## src/rtl/uart_pkg.sv

```systemverilog
// uart_pkg: constants and the state encoding shared by the UART transmit
// framer and the receive control unit.
//   DATA_W           : bits per character
//   BIT_CNT_W        : width of the per-character bit counter
//   UART_HEADER_BYTE : first byte of every command frame ('R')
//   ST_*             : framer states, 3-bit encoding kept stable for legacy tools
package uart_pkg;

  localparam int DATA_W    = 8;
  localparam int BIT_CNT_W = $clog2(DATA_W);

  localparam logic [DATA_W-1:0] UART_HEADER_BYTE = 8'h52;

  typedef logic [2:0] state_t;

  localparam state_t ST_IDLE  = 3'd0;
  localparam state_t ST_START = 3'd1;
  localparam state_t ST_DATA  = 3'd2;
  localparam state_t ST_STOP  = 3'd3;
  localparam state_t ST_DONE  = 3'd4;

  // Only 1 and 2 stop bits are meaningful; anything else falls back to 1.
  function automatic logic [1:0] stop_preset(input int stop_bits);
    return (stop_bits == 2) ? 2'd2 : 2'd1;
  endfunction

endpackage

```

## src/rtl/uart_tx_shifter.sv

```systemverilog
// uart_tx_shifter: LSB-first character shift register with bit counter.
//   clk, rst  : clock, asynchronous active-high reset
//   load      : load load_data and clear the bit counter
//   load_data : character to send
//   shift     : move to the next bit (shift right, count up)
//   bit_out   : bit currently on the line during the data phase
//   last_bit  : the counter is at the final data bit
module uart_tx_shifter
  import uart_pkg::*;
(
  input  logic              clk,
  input  logic              rst,
  input  logic              load,
  input  logic [DATA_W-1:0] load_data,
  input  logic              shift,
  output logic              bit_out,
  output logic              last_bit
);

  logic [DATA_W-1:0]    sr;
  logic [BIT_CNT_W-1:0] cnt;

  // NOTE: state registers use non-blocking assignments so every flop samples
  // pre-edge values regardless of process evaluation order.
  always_ff @(posedge clk or posedge rst) begin
    if (rst) begin
      sr  <= '0;
      cnt <= '0;
    end else if (load) begin
      sr  <= load_data;
      cnt <= '0;
    end else if (shift) begin
      // Fill with ones so an over-shifted register still reads as line idle.
      sr  <= {1'b1, sr[DATA_W-1:1]};
      cnt <= cnt + 1'b1;
    end
  end

  assign bit_out  = sr[0];
  assign last_bit = (cnt == BIT_CNT_W'(DATA_W - 1));

endmodule

```

## src/rtl/uart_frame_tx.sv

```systemverilog
// uart_frame_tx: transmit framer for the receive control unit command frame.
// Sends HEADER then the payload byte (or just the payload), 8 data bits LSB
// first, 1 or 2 stop bits, one bit per tx_clk_bps tick.
//   clk, rst    : clock, asynchronous active-high reset
//   tx_req      : transmit request, accepted when tx_ready is high
//   tx_data     : payload byte, captured at acceptance
//   tx_ready    : high only in IDLE
//   tx_band_sig : baud generator enable, high for the whole frame
//   tx_clk_bps  : end-of-bit tick from the baud generator
//   tx_pin_out  : serial line, idle high
//   tx_done_sig : one-cycle pulse at frame completion
// Build option: define UART_TX_HEADER_EN to send the header byte first;
// undefined, a single payload byte is sent and no byte index exists.
module uart_frame_tx
  import uart_pkg::*;
#(
  parameter logic [DATA_W-1:0] HEADER    = UART_HEADER_BYTE,
  parameter int                STOP_BITS = 1
) (
  input  logic              clk,
  input  logic              rst,
  input  logic              tx_req,
  input  logic [DATA_W-1:0] tx_data,
  output logic              tx_ready,
  output logic              tx_band_sig,
  input  logic              tx_clk_bps,
  output logic              tx_pin_out,
  output logic              tx_done_sig
);

  localparam logic [1:0] STOP_PRESET = stop_preset(STOP_BITS);

`ifdef UART_TX_HEADER_EN
  localparam bit HDR_EN = 1'b1;
`else
  localparam bit HDR_EN = 1'b0;
`endif

  state_t            state;
  logic [1:0]        stop_cnt;
  logic              load;
  logic              shift;
  logic [DATA_W-1:0] load_data;
  logic [DATA_W-1:0] first_byte;
  logic              bit_out;
  logic              last_bit;
  logic              last_stop;
  logic              more_bytes;

  assign first_byte = HDR_EN ? HEADER : tx_data;
  assign last_stop  = (state == ST_STOP) && tx_clk_bps && (stop_cnt == 2'd1);

`ifdef UART_TX_HEADER_EN
  logic [DATA_W-1:0] payload;
  logic              byte_idx;

  assign more_bytes = ~byte_idx;

  // Payload is captured at acceptance so later tx_data changes cannot leak
  // into the second byte.
  always_ff @(posedge clk or posedge rst) begin
    if (rst) begin
      payload  <= '0;
      byte_idx <= 1'b0;
    end else if (state == ST_IDLE && tx_req) begin
      payload  <= tx_data;
      byte_idx <= 1'b0;
    end else if (last_stop && !byte_idx) begin
      byte_idx <= 1'b1;
    end
  end
`else
  assign more_bytes = 1'b0;
`endif

  // NOTE: every signal assigned here gets a default first, so no path can
  // leave it unassigned and infer a latch.
  always_comb begin
    load      = 1'b0;
    shift     = 1'b0;
    load_data = first_byte;
    case (state)
      ST_IDLE: load  = tx_req;
      ST_DATA: shift = tx_clk_bps;
`ifdef UART_TX_HEADER_EN
      ST_STOP: begin
        if (last_stop && more_bytes) begin
          load      = 1'b1;
          load_data = payload;
        end
      end
`endif
      default: ;
    endcase
  end

  uart_tx_shifter u_shifter (
    .clk       (clk),
    .rst       (rst),
    .load      (load),
    .load_data (load_data),
    .shift     (shift),
    .bit_out   (bit_out),
    .last_bit  (last_bit)
  );

  always_ff @(posedge clk or posedge rst) begin
    if (rst) begin
      state    <= ST_IDLE;
      stop_cnt <= '0;
    end else begin
      case (state)
        ST_IDLE:  if (tx_req) state <= ST_START;
        ST_START: if (tx_clk_bps) state <= ST_DATA;
        ST_DATA: begin
          if (tx_clk_bps && last_bit) begin
            state    <= ST_STOP;
            stop_cnt <= STOP_PRESET;
          end
        end
        ST_STOP: begin
          if (tx_clk_bps) begin
            stop_cnt <= stop_cnt - 2'd1;
            if (stop_cnt == 2'd1) state <= more_bytes ? ST_START : ST_DONE;
          end
        end
        ST_DONE:  state <= ST_IDLE;
        default:  state <= ST_IDLE;
      endcase
    end
  end

  // Outputs decode registered state only; the async reset forces IDLE, which
  // drives the line high immediately.
  assign tx_ready    = (state == ST_IDLE);
  assign tx_done_sig = (state == ST_DONE);
  assign tx_band_sig = (state == ST_START) || (state == ST_DATA) || (state == ST_STOP);
  assign tx_pin_out  = (state == ST_START) ? 1'b0 :
                       (state == ST_DATA)  ? bit_out : 1'b1;

endmodule

```

## config.mk

```make
export PLATFORM = sky130hd
export DESIGN_NAME = uart_frame_tx
export DESIGN_NICKNAME = d
export VERILOG_FILES = /design/src/rtl/uart_pkg.sv /design/src/rtl/uart_tx_shifter.sv /design/src/rtl/uart_frame_tx.sv
export SDC_FILE = /design/constraint.sdc
export NUM_CORES = 1
export LEC_CHECK = 0
export ABC_CLOCK_PERIOD_IN_PS = 1800
export BUFFER_PORTS_ARGS = -buffer_cell sky130_fd_sc_hd__buf_2
export CAP_MARGIN = 10
export CORE_MARGIN = 3
export CORE_UTILIZATION = 52
export CTS_CLUSTER_SIZE = 14
export DETAILED_ROUTE_END_ITERATION = 10
export PLACE_DENSITY = 0.8
export SLEW_MARGIN = 25
export SYNTH_ARGS = -nofsm -noshare
export SYNTH_HDL_FRONTEND = slang
export SYNTH_HIERARCHICAL = 1
export SYNTH_SLANG_ARGS = --single-unit
```

## constraint.sdc

```tcl
create_clock -name clk -period 1.8 [get_ports clk]
set_clock_uncertainty 0.2 [all_clocks]
set_input_delay 0.36 -clock clk [delete_from_list [all_inputs] [get_ports clk]]
set_output_delay 0.36 -clock clk [all_outputs]
set_load 0.01 [all_outputs]
```

* After elaboration in Yosys (flattened, before gate mapping) *
Index checks and enable logic that the tools add are counted.
Widths: inputs -> output; s select.

word-level totals
  bits in registers = 16
  logic and storage cells = 42

operators by class
  add/subtract/negate cells = 2
  eq/ne operators = 11
  multiplexer cells = 17
  reductions and logical operators = 8

operators with widths
  operator             number
  $mux 3               7
  $mux 8               2
  $pmux 3 s4           1
  $ne 2x2->1 const B   4
  $eq 3x2->1 const B   2
  $eq 3x3->1 const B   2
  $reduce_and 5->1     1
  $mux 1               4
  $mux 2               2
  $pmux 2 s2           1
  $reduce_bool 2->1    2
  $add 3x1->3 const B  1
  $eq 3x1->1 const B   1
  $logic_not 3->1      1
  $reduce_and 3->1     1
  $eq 2x1->1 const B   1
  $logic_or 1x1->1     2
  $ne 2x1->1 const B   1
  $sub 2x1->2 const B  1
  $logic_and 1x1->1    1

* Depth between registers and ports, before layout *
Gate-level depths: netlist of run 1.

  depth after elaboration = 4
  mapped depth = 7

* By module *
Netlist of run 1, hierarchy kept.

by module, submodules not included
  module           instances  cells each  area an instance (µm²)  seq. area each (µm²)
  uart_tx_shifter  1          47          511.7                   275.3
  uart_frame_tx    1          32          306.5                   125.1

* Worst setup path after synthesis of run 1 *
Ideal clock, no wire load.

  path kind = register -> register
  start point = register state[1]
  end point = register u_shifter.sr[0]
  setup time = 0.083 ns
  arrival time = 1.382 ns
  data required time = 1.517 ns
  setup slack = 0.135 ns
  cell stages (with the launch flop) = 8
  period minus slack after synthesis = 1.665 ns
  cells stage by stage = dfrtp_1 buf_2 nor3_1 and2_1 buf_2 buf_4 nand2_1 o21ai_0

on the way
  word-level cells in the longest chain between the ends = 3
  elaborated cells on any way between the ends = 6
  classes of those cells = eq/ne (1); mux (3); reduce/logical (2)

RTL lines
  item                                         line                   source
  start, declared                              uart_frame_tx.sv:39    state_t state;
  start signal, assigned                       uart_frame_tx.sv:124   if (stop_cnt == 2'd1) state <= more_bytes ? ST_START : ST_DONE;
  $logic_not 3->1 (*)                          n/a
  net tx_ready                                 uart_frame_tx.sv:24    output logic tx_ready,
  $mux 1 (*)                                   uart_frame_tx.sv:82    case (state)
  net load                                     uart_frame_tx.sv:41    logic load;
  $mux 8 or $reduce_bool 2->1 (tied branches)  n/a
  end signal, assigned                         uart_tx_shifter.sv:30  sr <= load_data;
  end signal, assigned                         uart_tx_shifter.sv:34  sr <= {1'b1, sr[DATA_W-1:1]};
  end, declared                                uart_tx_shifter.sv:20  logic [DATA_W-1:0] sr;

Mark *: on every way through the listed nets, which the timed path passes. The rest lies on a longest branch.
A chain may end at the register's enable or synchronous reset.

* Final worst setup path of run 1 *
  start point = register state[1]
  end point = output port tx_pin_out

on the way
  word-level cells in the longest chain between the ends = 3
  elaborated cells on any way between the ends = 4
  classes of those cells = eq/ne (2); mux (2)

RTL lines
  item           line                  source
  $eq 3x2->1     uart_frame_tx.sv:139  (state == ST_DATA) ? bit_out : 1'b1;
  $mux 1         uart_frame_tx.sv:139
  $mux 1 (*)     uart_frame_tx.sv:138  assign tx_pin_out = (state == ST_START) ? 1'b0 :
  end, declared  uart_frame_tx.sv:27   output logic tx_pin_out,

Every way passes the cells marked *; elsewhere a longest branch is shown, timed or not.

==> Implementation_results.wiki, run 1 <==
{| class="wikitable"
! Metric !! Value
|-
| Status || completed
|-
| Worst-path maximum fanout || 5
|-
| Half-perimeter wire length of the detailed placement result || approximately 1100 µm
|-
| Total inserted antenna cells || 0
|-
| Most area-hungry cell type in the Yosys netlist || sky130_fd_sc_hd__dfrtp_1
|-
| Post-synthesis net count || 94
|-
| TritonCTS buffer count || 3
|-
| Area of the die || ~0.0021 mm²
|-
| FF-to-FF Start || state[1]
|-
| Post-Place Setup Slack || 0.1279 ns
|-
| Effective utilization at floorplan || between 50% and 60%
|-
| Category of the most critical setup path || reg2out
|-
| Antenna violations before repair || 0
|-
| Width of the chip || roughly 46 µm
|-
| DRT Pass-1 Iters || 4
|-
| Transition time at the pin with the least slew margin || around 0.40 ns
|-
| Clock network latency to the later pin of the worst-skew pair || around 0.27 ns
|-
| Count of vias placed by the detailed router || ~630
|-
| Sequential fraction of the synthesis area || approximately 50%
|-
| Global placement routability congestion || 0.7485
|-
| Cell count after synthesis || 79
|-
| Fraction of layout cells with a size suffix above 1 || roughly 31%
|-
| Placeable core region || between 0.001 and 0.0015 mm²
|-
| Clock sinks || 16
|-
| Final non-filler cell area || roughly 980 µm²
|-
| Netlist area before placement || slightly above 800 µm²
|-
| HP Class || in2reg
|-
| Setup repair after global routing missed its margin || true
|-
| Register-to-Register Path Depth || 6
|-
| Power per standard cell area || roughly 1600 mW/mm²
|-
| Max-Slew Margin vs Limit || about three quarters
|-
| H-Tree Depth || 1
|-
| Number of filler instances in the final layout || 110
|-
| Clock tree root driver cell || sky130_fd_sc_hd__clkbuf_4
|-
| Number of global-route vias before repair || 560
|-
| Number of remaining DRC errors || 0
|-
| Start point of the critical path || state[1]
|-
| Crit end category || output pin
|-
| Std cell rows || 13
|-
| DR vias/cell || about 5.4
|-
| Maximum number of pins on one net before global-route repair || 20
|-
| Clock power frac || a little under an eighth
|-
| Worst path required time || between 1 and 1.5 ns
|-
| Count of buffers inserted at the top-level ports || 15
|-
| Placement Cell Area || about 920 µm²
|-
| Remaining number of nets flagged by the antenna check after routing || 0
|-
| Clk pin slew, worst setup/hold paths || approximately 0.08 ns
|-
| Share of power burned in registers || 41.8%
|-
| Post-synthesis cell type count || 26
|-
| Fin crit share || between 90% and 100%
|-
| Standby leakage power || about 0.47 nW
|-
| Area share of the largest cell type after synthesis || between 40% and 50%
|-
| Arrival time reported for the critical path endpoint || 1.18 ns
|-
| Yosys Warn Count || 6
|-
| Maximum buffer depth of the clock tree || 2
|-
| Proportion of total power due to net switching || 36.24%
|-
| Synthesis-to-layout area growth || 19.27%
|-
| Reg-to-reg critical path endpoint || u_shifter/sr[3]
|-
| Cell types with the largest area share after synthesis || sky130_fd_sc_hd__dfrtp_1 49%, sky130_fd_sc_hd__mux2i_1 12%, sky130_fd_sc_hd__ha_1 4.6%, sky130_fd_sc_hd__o21ai_1 3.7%, sky130_fd_sc_hd__nand2_1 3.7%
|-
| Min setup slack post-route || between 0.05 and 0.06 ns
|-
| Net switching power figure || between 0.0005 and 0.0006 W
|-
| Post-Route Utilization || a little over two thirds
|-
| Total detailed-routing wirelength || approximately 1500 µm
|-
| End of the critical path || tx_pin_out
|-
| Violation count after the first detailed-route iteration || 20
|-
| Maximum resistive drop on vdd || between 1 and 1.5 mV
|-
| Gr ovfl total || 0
|-
| Slew Viols, Final || 0
|-
| Number of nets in the layout || 117
|-
| Setup slack, reg-to-reg || around 0.15 ns
|-
| Fmax || between 500 and 600 MHz
|-
| Max-cap violation count || 0
|-
| Final setup violating endpoints || 0
|-
| CTS tree || yes
|-
| Overall global routing resource usage || around 17%
|-
| Comb pwr share || 46.9%
|-
| First-pass GRT wire length || about 2500 µm
|-
| Post-DR wirelength/cell || about 13 µm
|-
| Minimum period implied by the final worst setup slack || approximately 1.7 ns
|-
| Die Height || 45.67 µm
|-
| Most used cells in the layout excluding fill and tap cells || 15 x sky130_fd_sc_hd__buf_2, 15 x sky130_fd_sc_hd__dfrtp_1, 10 x sky130_fd_sc_hd__mux2i_1
|-
| Worst Setup Start Kind || flip-flop
|-
| I/O pin total || 16
|-
| Internal || 0.0009747 W
|-
| Number of synthesized register bits || 16
|-
| Average instance area after synthesis || 10.36 µm²
|-
| Endpoints failing hold || 0
|}
-- worst min path at each step --
stage	endpoint	depth (start not counted)	start	slack [ns]
2_1_floorplan	state[0]	1	rst	-0.06
4_1_cts	u_shifter/sr[7]	3	tx_data[7]	0.08
3_3_place_gp	stop_cnt[1]	2	rst	0.08
6_report	u_shifter/sr[7]	3	tx_data[7]	0.09
3_5_place_dp	stop_cnt[0]	2	rst	0.08
5_1_grt	u_shifter/sr[4]	3	tx_data[4]	0.09
-- registers in the layout, summed over array words and instances (netlist names) --
register / count
u_shifter/sr: 8
state: 3
u_shifter/cnt: 3
stop_cnt: 2
-- Yosys cell counts (all sizes together) --
cell type and instances:
and4 1, buf 5, and3 1, a311oi 2, nand2b 1, nor3b 1, mux2i 10, inv 3
nor2b 3, xnor2 1, a21oi 1, nor3 2, nor2 6, o21bai 1, ha 3, a22o 1
and2 3, nand2 8, and3b 1, o21ai 9, dfrtp 16
-- final cells by class --
class	instances	area (µm²)	area share (%)
sequential	16	401.6	41.15
multi-input combinational	55	380.4	38.97
tap	15	18.77	1.923
clock buffer	3	22.52	2.308
inverter	3	11.26	1.154
timing repair buffer	23	141.4	14.49
-- cells by family (layout without fill, tap and decap cells) --
logic type,count (synthesis),count (layout),synth area share (%)
and+or+nand+nor,27,27,17.43
DFF,16,16,48.93
AOI/OAI and AO/OA,14,14,10.24
muxes,10,10,12.23
buffers and inverters,8,29,5.504
adders and majority gates,3,3,4.588
xor gates and xnor gates,1,1,1.071
-- power groups by stage --
| stage | logic (W) | clock network (W) | registers, W |
|---|---|---|---|
| finish | 0.000716 | 0.000174 | 0.000638 |
| global route | 0.000813 | 0.000207 | 0.000659 |
| CTS | 0.000701 | 0.000183 | 0.000634 |
| detailed placement | 0.000632 | 0 | 0.000664 |
| global placement | 0.000596 | 0 | 0.000655 |
| floorplan | 0.000520 | 0 | 0.000603 |
-- routing by layer --
| metal | part of all wire [%] | wire, µm | track usage (%) | up-vias |
|---|---|---|---|---|
| met5 | 0 | 0 | 0 | - |
| met4 | 0.53 | 8 | 1.754 | 0 |
| met3 | 5.3 | 79 | 4.743 | 2 |
| met2 | 50 | 741 | 25.07 | 19 |
| met1 | 45 | 667 | 25.06 | 290 |
| li1 | - | - | - | 315 |
-- per-stage QoR --
| step | hold WS [ns] | cells | total power (W) | TNS, ns |
|---|---|---|---|---|
| floorplan | -0.06148 | 79 | 0.001123 | 0 |
| global placement | 0.07952 | 109 | 0.001251 | 0 |
| detailed placement | 0.08040 | 109 | 0.001297 | 0 |
| CTS | 0.07899 | 115 | 0.001518 | 0 |
| global route | 0.09357 | 115 | 0.001680 | -0.03765 |
| finish | 0.08829 | 115 | 0.001529 | 0 |
-- critical path: stages, from the launching register on --
cell,delay (ns)
sky130_fd_sc_hd__dfrtp_1,0.39
sky130_fd_sc_hd__buf_6,0.13
sky130_fd_sc_hd__nor3b_1,0.13
sky130_fd_sc_hd__o21bai_1,0.12
sky130_fd_sc_hd__buf_2,0.15
-- timing repair --
item | CTS | global route
resized for setup | 1 | 3
setup endpoints to repair | 2 | 3
pin swaps | 0 | 1
hold buffers | 1 | 0
endpoints found under the hold margin | 16 | 0
setup buffers | 2 | 0
Note: power is estimated with default switching activity, not from simulation.
==> run 2: changes to the inputs <==
==> constraint.sdc (replaced) <==
create_clock -name clk -period 1.8 [get_ports clk]
set_clock_uncertainty 0.2 [all_clocks]
set_input_delay 0.36 -clock clk [delete_from_list [all_inputs] [get_ports clk]]
set_output_delay 0.36 -clock clk [all_outputs]
set_load 0.1 [all_outputs]
==> Implementation_results.wiki, run 2 (synthesis results as in run 1) <==
{| class="wikitable"
! Metric !! Value
|-
| DRT Pass-1 Iters || 4
|-
| Total inserted antenna cells || 0
|-
| Clock power frac || ~11%
|-
| Worst-path maximum fanout || 4
|-
| Clock tree root driver cell || sky130_fd_sc_hd__clkbuf_4
|-
| Net switching power figure || roughly 0.00092 W
|-
| I/O pin total || 16
|-
| Clock network latency to the later pin of the worst-skew pair || 0.28 ns
|-
| Most common cell after layout, fill and taps aside || sky130_fd_sc_hd__dfrtp_1
|-
| Area of the die || between 0.002 and 0.0025 mm²
|-
| Count of buffers inserted at the top-level ports || 15
|-
| Register with the highest flop count || u_shifter/sr
|-
| Multi-input gate area || 416.7 µm²
|-
| Effective utilization at floorplan || 59.19%
|-
| Violation count after the first detailed-route iteration || 3
|-
| Overall global routing resource usage || 17.63%
|-
| Total detailed-routing wirelength || around 1600 µm
|-
| Antenna violations before repair || 0
|-
| Arrival time reported for the critical path endpoint || 1.28 ns
|-
| Global placement routability congestion || 0.7225
|-
| Std cell rows || 13
|-
| Category of the most critical setup path || reg2out
|-
| Worst Setup Start Kind || flip-flop
|-
| Tot Pwr || roughly 0.0021 W
|-
| Half-perimeter wire length of the detailed placement result || 1143 µm
|-
| Status || finished with violations
|-
| Most used cells in the layout excluding fill and tap cells || 14 x sky130_fd_sc_hd__dfrtp_1, 11 x sky130_fd_sc_hd__buf_2, 10 x sky130_fd_sc_hd__mux2i_1
|-
| Fin crit share || 102.1%
|-
| Slew Viols, Final || 0
|-
| Maximum number of pins on one net before global-route repair || 20
|-
| Max-Slew Margin vs Limit || about 73%
|-
| Delay of the slowest cell on the worst path || approximately 0.46 ns
|-
| Minimum period implied by the final worst setup slack || roughly 1.8 ns
|-
| Fmax || ~540 MHz
|-
| Number of flip-flops under the largest register name || 8
|-
| Failing checks || negative setup slack
|-
| Min setup slack post-route || -0.03789 ns
|-
| Width of the chip || between 40 and 50 µm
|-
| Number of remaining DRC errors || 0
|-
| Leading registers by flop count || u_shifter/sr: 8 flops, state: 3 flops, u_shifter/cnt: 3 flops
|-
| Post-Route Utilization || 80.36%
|-
| Number of global-route vias before repair || slightly below 600
|-
| Standby leakage power || around 0.5 nW
|-
| Register area || slightly above 400 µm²
|-
| TritonCTS buffer count || 3
|-
| Worst path required time || 1.24 ns
|-
| Share of power burned in registers || a little under a third
|-
| Maximum buffer depth of the clock tree || 2
|-
| HP Class || in2reg
|-
| Internal || between 0.001 and 0.0015 W
|-
| Endpoints failing hold || 0
|-
| CTS tree || yes
|-
| Gr ovfl total || 0
|-
| Placeable core region || between 0.001 and 0.0015 mm²
|-
| Post-DR wirelength/cell || approximately 13 µm
|-
| Maximum resistive drop on vdd || 1.059 mV
|-
| Critical-path cell with the highest stage delay || sky130_fd_sc_hd__dfrtp_2
|-
| DR vias/cell || 5.325
|-
| Chain of cells forming the critical path || buf_6, nor3_4, buf_12
|-
| First-pass GRT wire length || ~2600 µm
|-
| Hold Worst Slack || between 0.07 and 0.08 ns
|-
| Fraction of layout cells with a size suffix above 1 || between 30 and 40%
|-
| Crit end category || output pin
|-
| Max-cap violation count || 0
|-
| Synthesis-to-layout area growth || 35.78%
|-
| Number of nets in the layout || 118
|-
| Power per standard cell area || 1913 mW/mm²
|-
| Worst path buffer plus inverter count || 2
|-
| Sum Neg Setup Slack || -0.05811 ns
|-
| Final setup violating endpoints || 2
|-
| H-Tree Depth || 1
|-
| Remaining number of nets flagged by the antenna check after routing || 0
|-
| Number of filler instances in the final layout || 86
|-
| Kind of cell adding the most delay to the critical path || flip-flops
|-
| Setup repair after global routing missed its margin || true
|-
| Count of vias placed by the detailed router || slightly above 600
|-
| Proportion of total power due to net switching || between 40% and 50%
|-
| Die Height || approximately 46 µm
|-
| Transition time at the pin with the least slew margin || just over 0.4 ns
|-
| Clk pin slew, worst setup/hold paths || around 0.090 ns
|-
| Clock sinks || 16
|-
| Comb pwr share || ~58%
|}
==> run 2: final timing paths <==
path | endpoint | startpoint | slack [ns] | cells after the start
worst max-delay path | tx_ready | state[0] | -0.04 | 3
worst min-delay path | u_shifter/sr[4] | tx_data[4] | 0.08 | 3
worst max register to register | u_shifter/sr[0] | state[0] | 0.11 | 6
worst min register to register | stop_cnt[0] | stop_cnt[0] | 0.29 | 1
max in group asynchronous | u_shifter/cnt[2] | rst | 0.71 | 3
min in group asynchronous | state[1] | rst | 0.31 | 3
==> run 2: power groups by stage <==
stage	sequential (W)	clock [W]	combinational (W)
floorplan	0.000616	0	0.000876
global placement	0.000632	0	0.00115
detailed placement	0.000643	0	0.00118
CTS	0.000644	0.000243	0.00122
global route	0.000686	0.000259	0.00132
finish	0.000664	0.000232	0.00123
==> run 2: stage by stage <==
step	instance area (µm²)	instances	setup WS, ns
floorplan	864.6	79	-0.3647
global placement	1026	110	0.1348
detailed placement	1026	110	0.08592
CTS	1090	116	-0.05994
global route	1111	117	-0.09062
finish	1111	117	-0.03789
==> run 2: repair_timing <==
action | in CTS | in global routing
pin swaps | 2 | 1
hold buffers | 1 | 0
resized for setup | 3 | 4
hold endpoints to repair | 16 | 0
buffers inserted | 1 | 1
endpoints found under the setup margin | 4 | 4
gates cloned | 0 | 0
==> run 2: layer usage <==
metal | share of wire, % | up-vias | track usage, %
met4 | 0 | 0 | 1.754
li1 | - | 318 | -
met1 | 43 | 286 | 22.56
met5 | 0 | - | 0
met3 | 5.7 | 0 | 7.115
met2 | 52 | 19 | 28.97
==> run 2: worst min-delay path: cells and delay by family <==
family | cells | cell delay, ns
buffers and inverters | 1 | 0.07
AO/OA/AOI/OAI | 1 | 0.06
AND/OR/NAND/NOR | 1 | 0.04
==> run 2: area by class of cell <==
type                       count  area share (%)
sequential                    16           36.26
inverter                       3           1.014
multi-input combinational     55           37.50
tap                           15           1.689
timing repair buffer          24           20.27
clock buffer                   4           3.266
